### config.mk
export PLATFORM = sky130hd
export DESIGN_NAME = fp16_div_seq
export DESIGN_NICKNAME = d
export VERILOG_FILES = /design/src/rtl/fp16_pkg.sv /design/src/rtl/fp16_unpack.sv /design/src/rtl/fp16_div_seq.sv
export SDC_FILE = /design/constraint.sdc
export NUM_CORES = 1
export LEC_CHECK = 0
export CORE_MARGIN = 2
export CORE_UTILIZATION = 47
export DETAILED_ROUTE_END_ITERATION = 6
export PLACE_DENSITY_LB_ADDON = 0.15
export SETUP_SLACK_MARGIN = 0.5
export SYNTH_ARGS = -nofsm -noshare
export SYNTH_HDL_FRONTEND = slang
export SYNTH_SLANG_ARGS = --single-unit
### constraint.sdc
create_clock -name clk_i -period 4.5 [get_ports clk_i]
set_input_delay 0.9 -clock clk_i [delete_from_list [all_inputs] [get_ports clk_i]]
set_output_delay 0.9 -clock clk_i [all_outputs]
set_load 0.05 [all_outputs]
### src/rtl/fp16_pkg.sv
// fp16_pkg: shared widths, constants and enums for the half-precision
// sequential divider.
package fp16_pkg;

    localparam int EXP_W  = 5;            // exponent field width
    localparam int FRAC_W = 10;           // fraction field width
    localparam int MANT_W = FRAC_W + 1;   // mantissa including hidden bit
    localparam int BIAS   = 15;
    localparam int E_W    = 7;            // signed working exponent width
    localparam int Q_W    = 12;           // quotient bits, Q[11] = integer bit

    localparam logic signed [E_W-1:0] BIAS_E = E_W'(BIAS);

    localparam logic [15:0] QNAN = 16'h7E00;
    localparam logic [15:0] INF  = 16'h7C00;

    typedef enum logic [2:0] {
        IDLE,
        NORM,
        DIV,
        PACK,
        DONE
    } state_e;

    typedef enum logic [2:0] {
        CLS_ZERO,
        CLS_DENORM,
        CLS_NORMAL,
        CLS_INF,
        CLS_NAN
    } fp_class_e;

endpackage

### src/rtl/fp16_unpack.sv
// fp16_unpack: splits one IEEE-754 half into sign, effective exponent,
// mantissa with hidden bit, and operand class.
//   op   : raw half-precision operand
//   sign : sign bit
//   exp  : effective biased exponent (denormals report 1), zero-extended
//   mant : {hidden, fraction}
//   cls  : fp_class_e encoding (zero/denorm/normal/inf/nan)
module fp16_unpack
    import fp16_pkg::*;
(
    input  logic [15:0]       op,
    output logic              sign,
    output logic [E_W-1:0]    exp,
    output logic [MANT_W-1:0] mant,
    output logic [2:0]        cls
);

    logic [EXP_W-1:0]  efield;
    logic [FRAC_W-1:0] ffield;

    assign efield = op[FRAC_W+EXP_W-1:FRAC_W];
    assign ffield = op[FRAC_W-1:0];
    assign sign   = op[15];

    always_comb begin
        exp  = {2'b00, efield};
        mant = {1'b1, ffield};
        cls  = CLS_NORMAL;
        if (efield == '0) begin
            exp  = E_W'(1);
            mant = {1'b0, ffield};
            cls  = (ffield == '0) ? CLS_ZERO : CLS_DENORM;
        end else if (efield == {EXP_W{1'b1}}) begin
            cls  = (ffield == '0) ? CLS_INF : CLS_NAN;
        end
    end

endmodule

### src/rtl/fp16_div_seq.sv
// fp16_div_seq: sequential half-precision divider (truncating).
// Flow: IDLE -> NORM (normalise denormal mantissas) -> DIV (12-cycle
// restoring division) -> PACK (exponent adjust, overflow/underflow,
// register result) -> DONE (done pulse). Special operands go IDLE -> PACK.
//   clk_i, rst_i      : clock, async active-high reset
//   start_i           : request, sampled only in IDLE with opA_i/opB_i
//   busy_o            : operation in flight
//   done_o            : one-cycle result-valid pulse
//   DIV_o             : quotient, held until the next done_o
//   ovf_o/udf_o/dbz_o : overflow / flush-to-zero / divide-by-zero, held
module fp16_div_seq
    import fp16_pkg::*;
(
    input  logic        clk_i,
    input  logic        rst_i,
    input  logic        start_i,
    input  logic [15:0] opA_i,
    input  logic [15:0] opB_i,
    output logic        busy_o,
    output logic        done_o,
    output logic [15:0] DIV_o,
    output logic        ovf_o,
    output logic        udf_o,
    output logic        dbz_o
);

    state_e state_q, state_d;

    logic              a_sign, b_sign;
    logic [E_W-1:0]    a_exp, b_exp;
    logic [MANT_W-1:0] a_mant, b_mant;
    logic [2:0]        a_cls, b_cls;

    fp16_unpack u_unpack_a (.op(opA_i), .sign(a_sign), .exp(a_exp), .mant(a_mant), .cls(a_cls));
    fp16_unpack u_unpack_b (.op(opB_i), .sign(b_sign), .exp(b_exp), .mant(b_mant), .cls(b_cls));

    // Special-operand result, decided from the live inputs at acceptance.
    logic        special, spec_dbz, sgn;
    logic [15:0] spec_res;

    always_comb begin
        sgn      = a_sign ^ b_sign;
        special  = 1'b1;
        spec_dbz = 1'b0;
        spec_res = {sgn, 15'b0};
        if (a_cls == CLS_NAN || b_cls == CLS_NAN ||
            (a_cls == CLS_ZERO && b_cls == CLS_ZERO) ||
            (a_cls == CLS_INF && b_cls == CLS_INF)) begin
            spec_res = QNAN;
        end else if (a_cls == CLS_INF) begin
            spec_res = {sgn, 15'b0} | INF;
        end else if (b_cls == CLS_INF) begin
            spec_res = {sgn, 15'b0};
        end else if (b_cls == CLS_ZERO) begin
            spec_res = {sgn, 15'b0} | INF;
            spec_dbz = 1'b1;
        end else if (a_cls == CLS_ZERO) begin
            spec_res = {sgn, 15'b0};
        end else begin
            special  = 1'b0;
        end
    end

    logic                    sign_q, is_spec_q, spec_dbz_q;
    logic [15:0]             spec_res_q;
    logic signed [E_W-1:0]   ea_q, eb_q;
    logic [MANT_W-1:0]       ma_q, mb_q;
    logic [Q_W-1:0]          rem_q, quo_q;
    logic [3:0]              cnt_q;
    logic [15:0]             div_q;
    logic                    ovf_q, udf_q, dbz_q;

    always_ff @(posedge clk_i or posedge rst_i) begin
        if (rst_i) state_q <= IDLE;
        else       state_q <= state_d;
    end

    always_comb begin
        state_d = state_q;
        case (state_q)
            IDLE: if (start_i) state_d = special ? PACK : NORM;
            NORM: if (ma_q[MANT_W-1] && mb_q[MANT_W-1]) state_d = DIV;
            DIV:  if (cnt_q == 4'(Q_W - 1)) state_d = PACK;
            PACK: state_d = DONE;
            DONE: state_d = IDLE;
            default: state_d = IDLE;
        endcase
    end

    // Pack: quotient lies in (0.5, 2), so at most one normalising shift.
    logic signed [E_W-1:0] e_raw, e_adj;
    logic [E_W-1:0]        sh;
    logic [MANT_W-1:0]     m;
    logic [FRAC_W-1:0]     den;
    logic [15:0]           pk_res;
    logic                  pk_ovf, pk_udf, pk_dbz;

    always_comb begin
        e_raw  = ea_q - eb_q + BIAS_E;
        e_adj  = quo_q[Q_W-1] ? e_raw : e_raw - E_W'(1);
        m      = quo_q[Q_W-1] ? quo_q[Q_W-1:1] : quo_q[Q_W-2:0];
        sh     = E_W'(1) - e_adj;
        den    = FRAC_W'(m >> sh);
        pk_ovf = 1'b0;
        pk_udf = 1'b0;
        pk_dbz = 1'b0;
        pk_res = {sign_q, e_adj[EXP_W-1:0], m[FRAC_W-1:0]};
        if (is_spec_q) begin
            pk_res = spec_res_q;
            pk_dbz = spec_dbz_q;
        end else if (e_adj >= E_W'(31)) begin
            pk_res = {sign_q, 15'b0} | INF;
            pk_ovf = 1'b1;
        end else if (e_adj <= E_W'(0)) begin
            // Denormal: field is zero, fraction is mantissa >> (1 - E).
            pk_res = {sign_q, 5'b0, den};
            pk_udf = (den == '0);
        end
    end

    always_ff @(posedge clk_i or posedge rst_i) begin
        if (rst_i) begin
            sign_q     <= 1'b0;
            is_spec_q  <= 1'b0;
            spec_dbz_q <= 1'b0;
            spec_res_q <= '0;
            ea_q       <= '0;
            eb_q       <= '0;
            ma_q       <= '0;
            mb_q       <= '0;
            rem_q      <= '0;
            quo_q      <= '0;
            cnt_q      <= '0;
            div_q      <= '0;
            ovf_q      <= 1'b0;
            udf_q      <= 1'b0;
            dbz_q      <= 1'b0;
        end else begin
            case (state_q)
                IDLE: if (start_i) begin
                    sign_q     <= sgn;
                    is_spec_q  <= special;
                    spec_dbz_q <= spec_dbz;
                    spec_res_q <= spec_res;
                    ea_q       <= a_exp;
                    eb_q       <= b_exp;
                    ma_q       <= a_mant;
                    mb_q       <= b_mant;
                end
                NORM: begin
                    if (!ma_q[MANT_W-1]) begin
                        ma_q <= ma_q << 1;
                        ea_q <= ea_q - E_W'(1);
                    end
                    if (!mb_q[MANT_W-1]) begin
                        mb_q <= mb_q << 1;
                        eb_q <= eb_q - E_W'(1);
                    end
                    rem_q <= {1'b0, ma_q};
                    quo_q <= '0;
                    cnt_q <= '0;
                end
                DIV: begin
                    // Restoring step; remainder stays below 2*divisor.
                    if (rem_q >= {1'b0, mb_q}) begin
                        rem_q <= (rem_q - {1'b0, mb_q}) << 1;
                        quo_q <= {quo_q[Q_W-2:0], 1'b1};
                    end else begin
                        rem_q <= rem_q << 1;
                        quo_q <= {quo_q[Q_W-2:0], 1'b0};
                    end
                    cnt_q <= cnt_q + 4'd1;
                end
                PACK: begin
                    div_q <= pk_res;
                    ovf_q <= pk_ovf;
                    udf_q <= pk_udf;
                    dbz_q <= pk_dbz;
                end
                default: ;
            endcase
        end
    end

    assign busy_o = (state_q != IDLE);
    assign done_o = (state_q == DONE);
    assign DIV_o  = div_q;
    assign ovf_o  = ovf_q;
    assign udf_o  = udf_q;
    assign dbz_o  = dbz_q;

endmodule

==> results.toml <==
[placement]
dp_worst_setup_slack_ps = 233.1
numPortBuffers = 55
place_congestion = 0.9067
place_hpwl_um = 12030

[synthesis]
yosys_warnings = 0
synth_seq_area_share_pct = 37.65
synth_edf_count = 0
synth_nets = 765
syn_area_per_cell_um2 = 8.735
syn_inst = 700
ys_seq_elements = 92
synth.distinct_cells = 71
netlist_area_mm2 = 0.006115
ys.flop_type = "dfrtp_1"
postSynth.asyncResetShare_pct = 100.0

[final_layout]
insertedDiodeCount = 0
area_growth_syn_to_layout_pct = 21.18
fillers = 1126
drive_above_1_share_pct = 11.78
mostFrequentLayoutCells = "91 x dfrtp_1, 84 x nand2_1, 55 x clkdlybuf4s50_1"
layout_commonest_cell = "dfrtp_1"
final_util_pct = 58.48
layout.nets = 824

[run_status]
status = "finished, final reports clean"

[sta]
rsz0062_at_grt = "yes"
fmax_mhz = 248.9
fin_crit_sh_pct = 89.27
finalClockSkew_ps = 16.15
tns_ps = 0
min_period_ps = 4017
holdWs_ps = 476.0
worst-slew-pin-transition_ps = 1140
layout_setup_ws_ps = 482.7
final_max_slew_viol_count = 0
hold_viol = 0
max_slew_margin_pct = 23.70
setup-violations-final = 0

[floorplanning]
io_pins = 56
chipWidth_um = 118.1
dieArea_mm2 = 0.01394
core_area_mm2 = 0.01267
start_util_pct = 48.26
num_rows = 41
die_y_um = 118.1

[clock_network]
cts_tree = "built"
cts_root_buffer = "clkbuf_16"
cts_max_path_buffers = 2
clkLatencyLatePin_ps = 370
numCtsBuffers = 9
htree_levels = 3
clk_pin_slew_ps = 70
cts_hold_buf = 0
cts_sinks = 92

[setup_path]
arrival_ps = 4290
path_cells = "ha_4, ha_4, inv_2, fa_2, xnor2_2, inv_1, ha_2, inv_2, or3_4, a2111o_1, o22ai_4, and2_4, or4b_4, o31ai_4"
critical-path-slowest-cell = "fa_2"
setup.worst_path.start = "ea_q[1]"
setup.worst_path.start_class = "flip-flop"
timing.rr.start = "ea_q[1]"
crit_path_max_incr_delay_ps = 650
path_max_fanout = 7
end_kind = "flip-flop"
critPathRequiredTime_ps = 4780
path_class = "reg -> reg"

[worst_hold_path]
hold_start = "sign_q"
hold_class = "reg -> reg"

[routing]
viasPerCell = 6.085
drtPass1Iterations = 5
drc_errors = 0
dr.first_iter.drc_count = 416
wl_um = 16740
wire_per_inst_um = 17.89
detail-route-antenna-nets = 0
via_count = 5696

[job]
maxCapViolCount = 0

[global_routing]
overflow = 0
grt_usage_pct = 24.04
grt_pass1_vias = 5389
grt_max_degree = 51
grt_pass1_wl_um = 27050
antenna_found_initial = 0
Yosys cell counts, types with 7 or more instances:
library cell   n  area (um2)
ha_1          28       350.3
o21ai_0       55       275.3
a22o_1        16       140.1
a22oi_1       22       165.2
or4_1          7       52.55
nand2_1       84       315.3
nor2b_1       11       68.82
xor2_1         7       61.31
dfrtp_1       92        2302
a21oi_1       46       230.2
mux2i_1       29       290.3
xnor2_1       20       175.2
inv_1         38       142.6
nand3_1       18       90.09
nor3_1        10       50.05
nor2_1        51       191.4
o22ai_1       12       75.07
clkbuf_1      27       101.4
flip-flops by register name, summed over array words and instances, names as in the netlist:
signal,cells
is_spec_q,1
ea_q,7
state_q,3
DIV_o,16
udf_o,1
mb_q,11
ma_q,11
spec_res_q,3
quo_q,12
dbz_o,1
eb_q,7
spec_dbz_q,1
sign_q,1
cnt_q,4
rem_q,12
ovf_o,1
final timing paths:
check                                  to  slack, ps  depth (start not counted)
max                              DIV_o[7]        480                         14
min                                sign_q        480                          1
min in group asynchronous        quo_q[5]       1030                          2
max in group asynchronous  spec_res_q[14]       2580                          3
max reg2reg                      DIV_o[7]        480                         14
min reg2reg                        sign_q        480                          1
layer usage:
metal | global-route usage, % | part of all wire [%] | up-vias
met1 | 32.69 | 46 | 2824
met5 | 0 | 0 | -
met4 | 6.702 | 1.9 | 0
li1 | - | - | 2675
met3 | 4.893 | 4.7 | 29
met2 | 38.91 | 47 | 168
per-stage QoR:
stage	instances	cell area [um2]
2_1_floorplan	700	6143
3_3_place_gp	906	6873
3_5_place_dp	906	6873
4_1_cts	923	7219
5_1_grt	936	7410
6_report	936	7410
worst max-delay path: cells and delay by family (launching register included):
| family | cells | cell delay (ps) |
|---|---|---|
| adders and majority gates | 4 | 1270 |
| and+or+nand+nor | 3 | 1080 |
| AOI/OAI and AO/OA | 3 | 840 |
| DFF | 1 | 430 |
| buffers and inverters | 3 | 180 |
| xor gates and xnor gates | 1 | 110 |
area by class of cell:
| type | instances | area [um2] | area share [%] |
|---|---|---|---|
| Multi-Input combinational cell | 537 | 3701 | 49.95 |
| Timing Repair Buffer | 80 | 738.2 | 9.963 |
| Tap cell | 172 | 215.2 | 2.904 |
| Clock buffer | 12 | 256.5 | 3.462 |
| Sequential cell | 92 | 2303 | 31.09 |
| Inverter | 39 | 147.6 | 1.993 |
| Clock inverter | 4 | 47.55 | 0.6417 |
cells by family after synthesis:
logic type	after synthesis	synth area share (%)
compound gates	216	23.41
mux	34	5.852
simple gates	229	18.17
fa+ha+maj	30	6.384
flops	92	37.65
buf+inv	71	4.399
xor+xnor	28	4.134
timing repair:
action	in CTS	in global routing
pin swaps	2	13
endpoints found under the setup margin	5	13
resized for setup	9	20
setup buffers	1	13
Power is not shown: default switching activity piles up to over one toggle a cycle in this logic, so the estimate is an artifact.
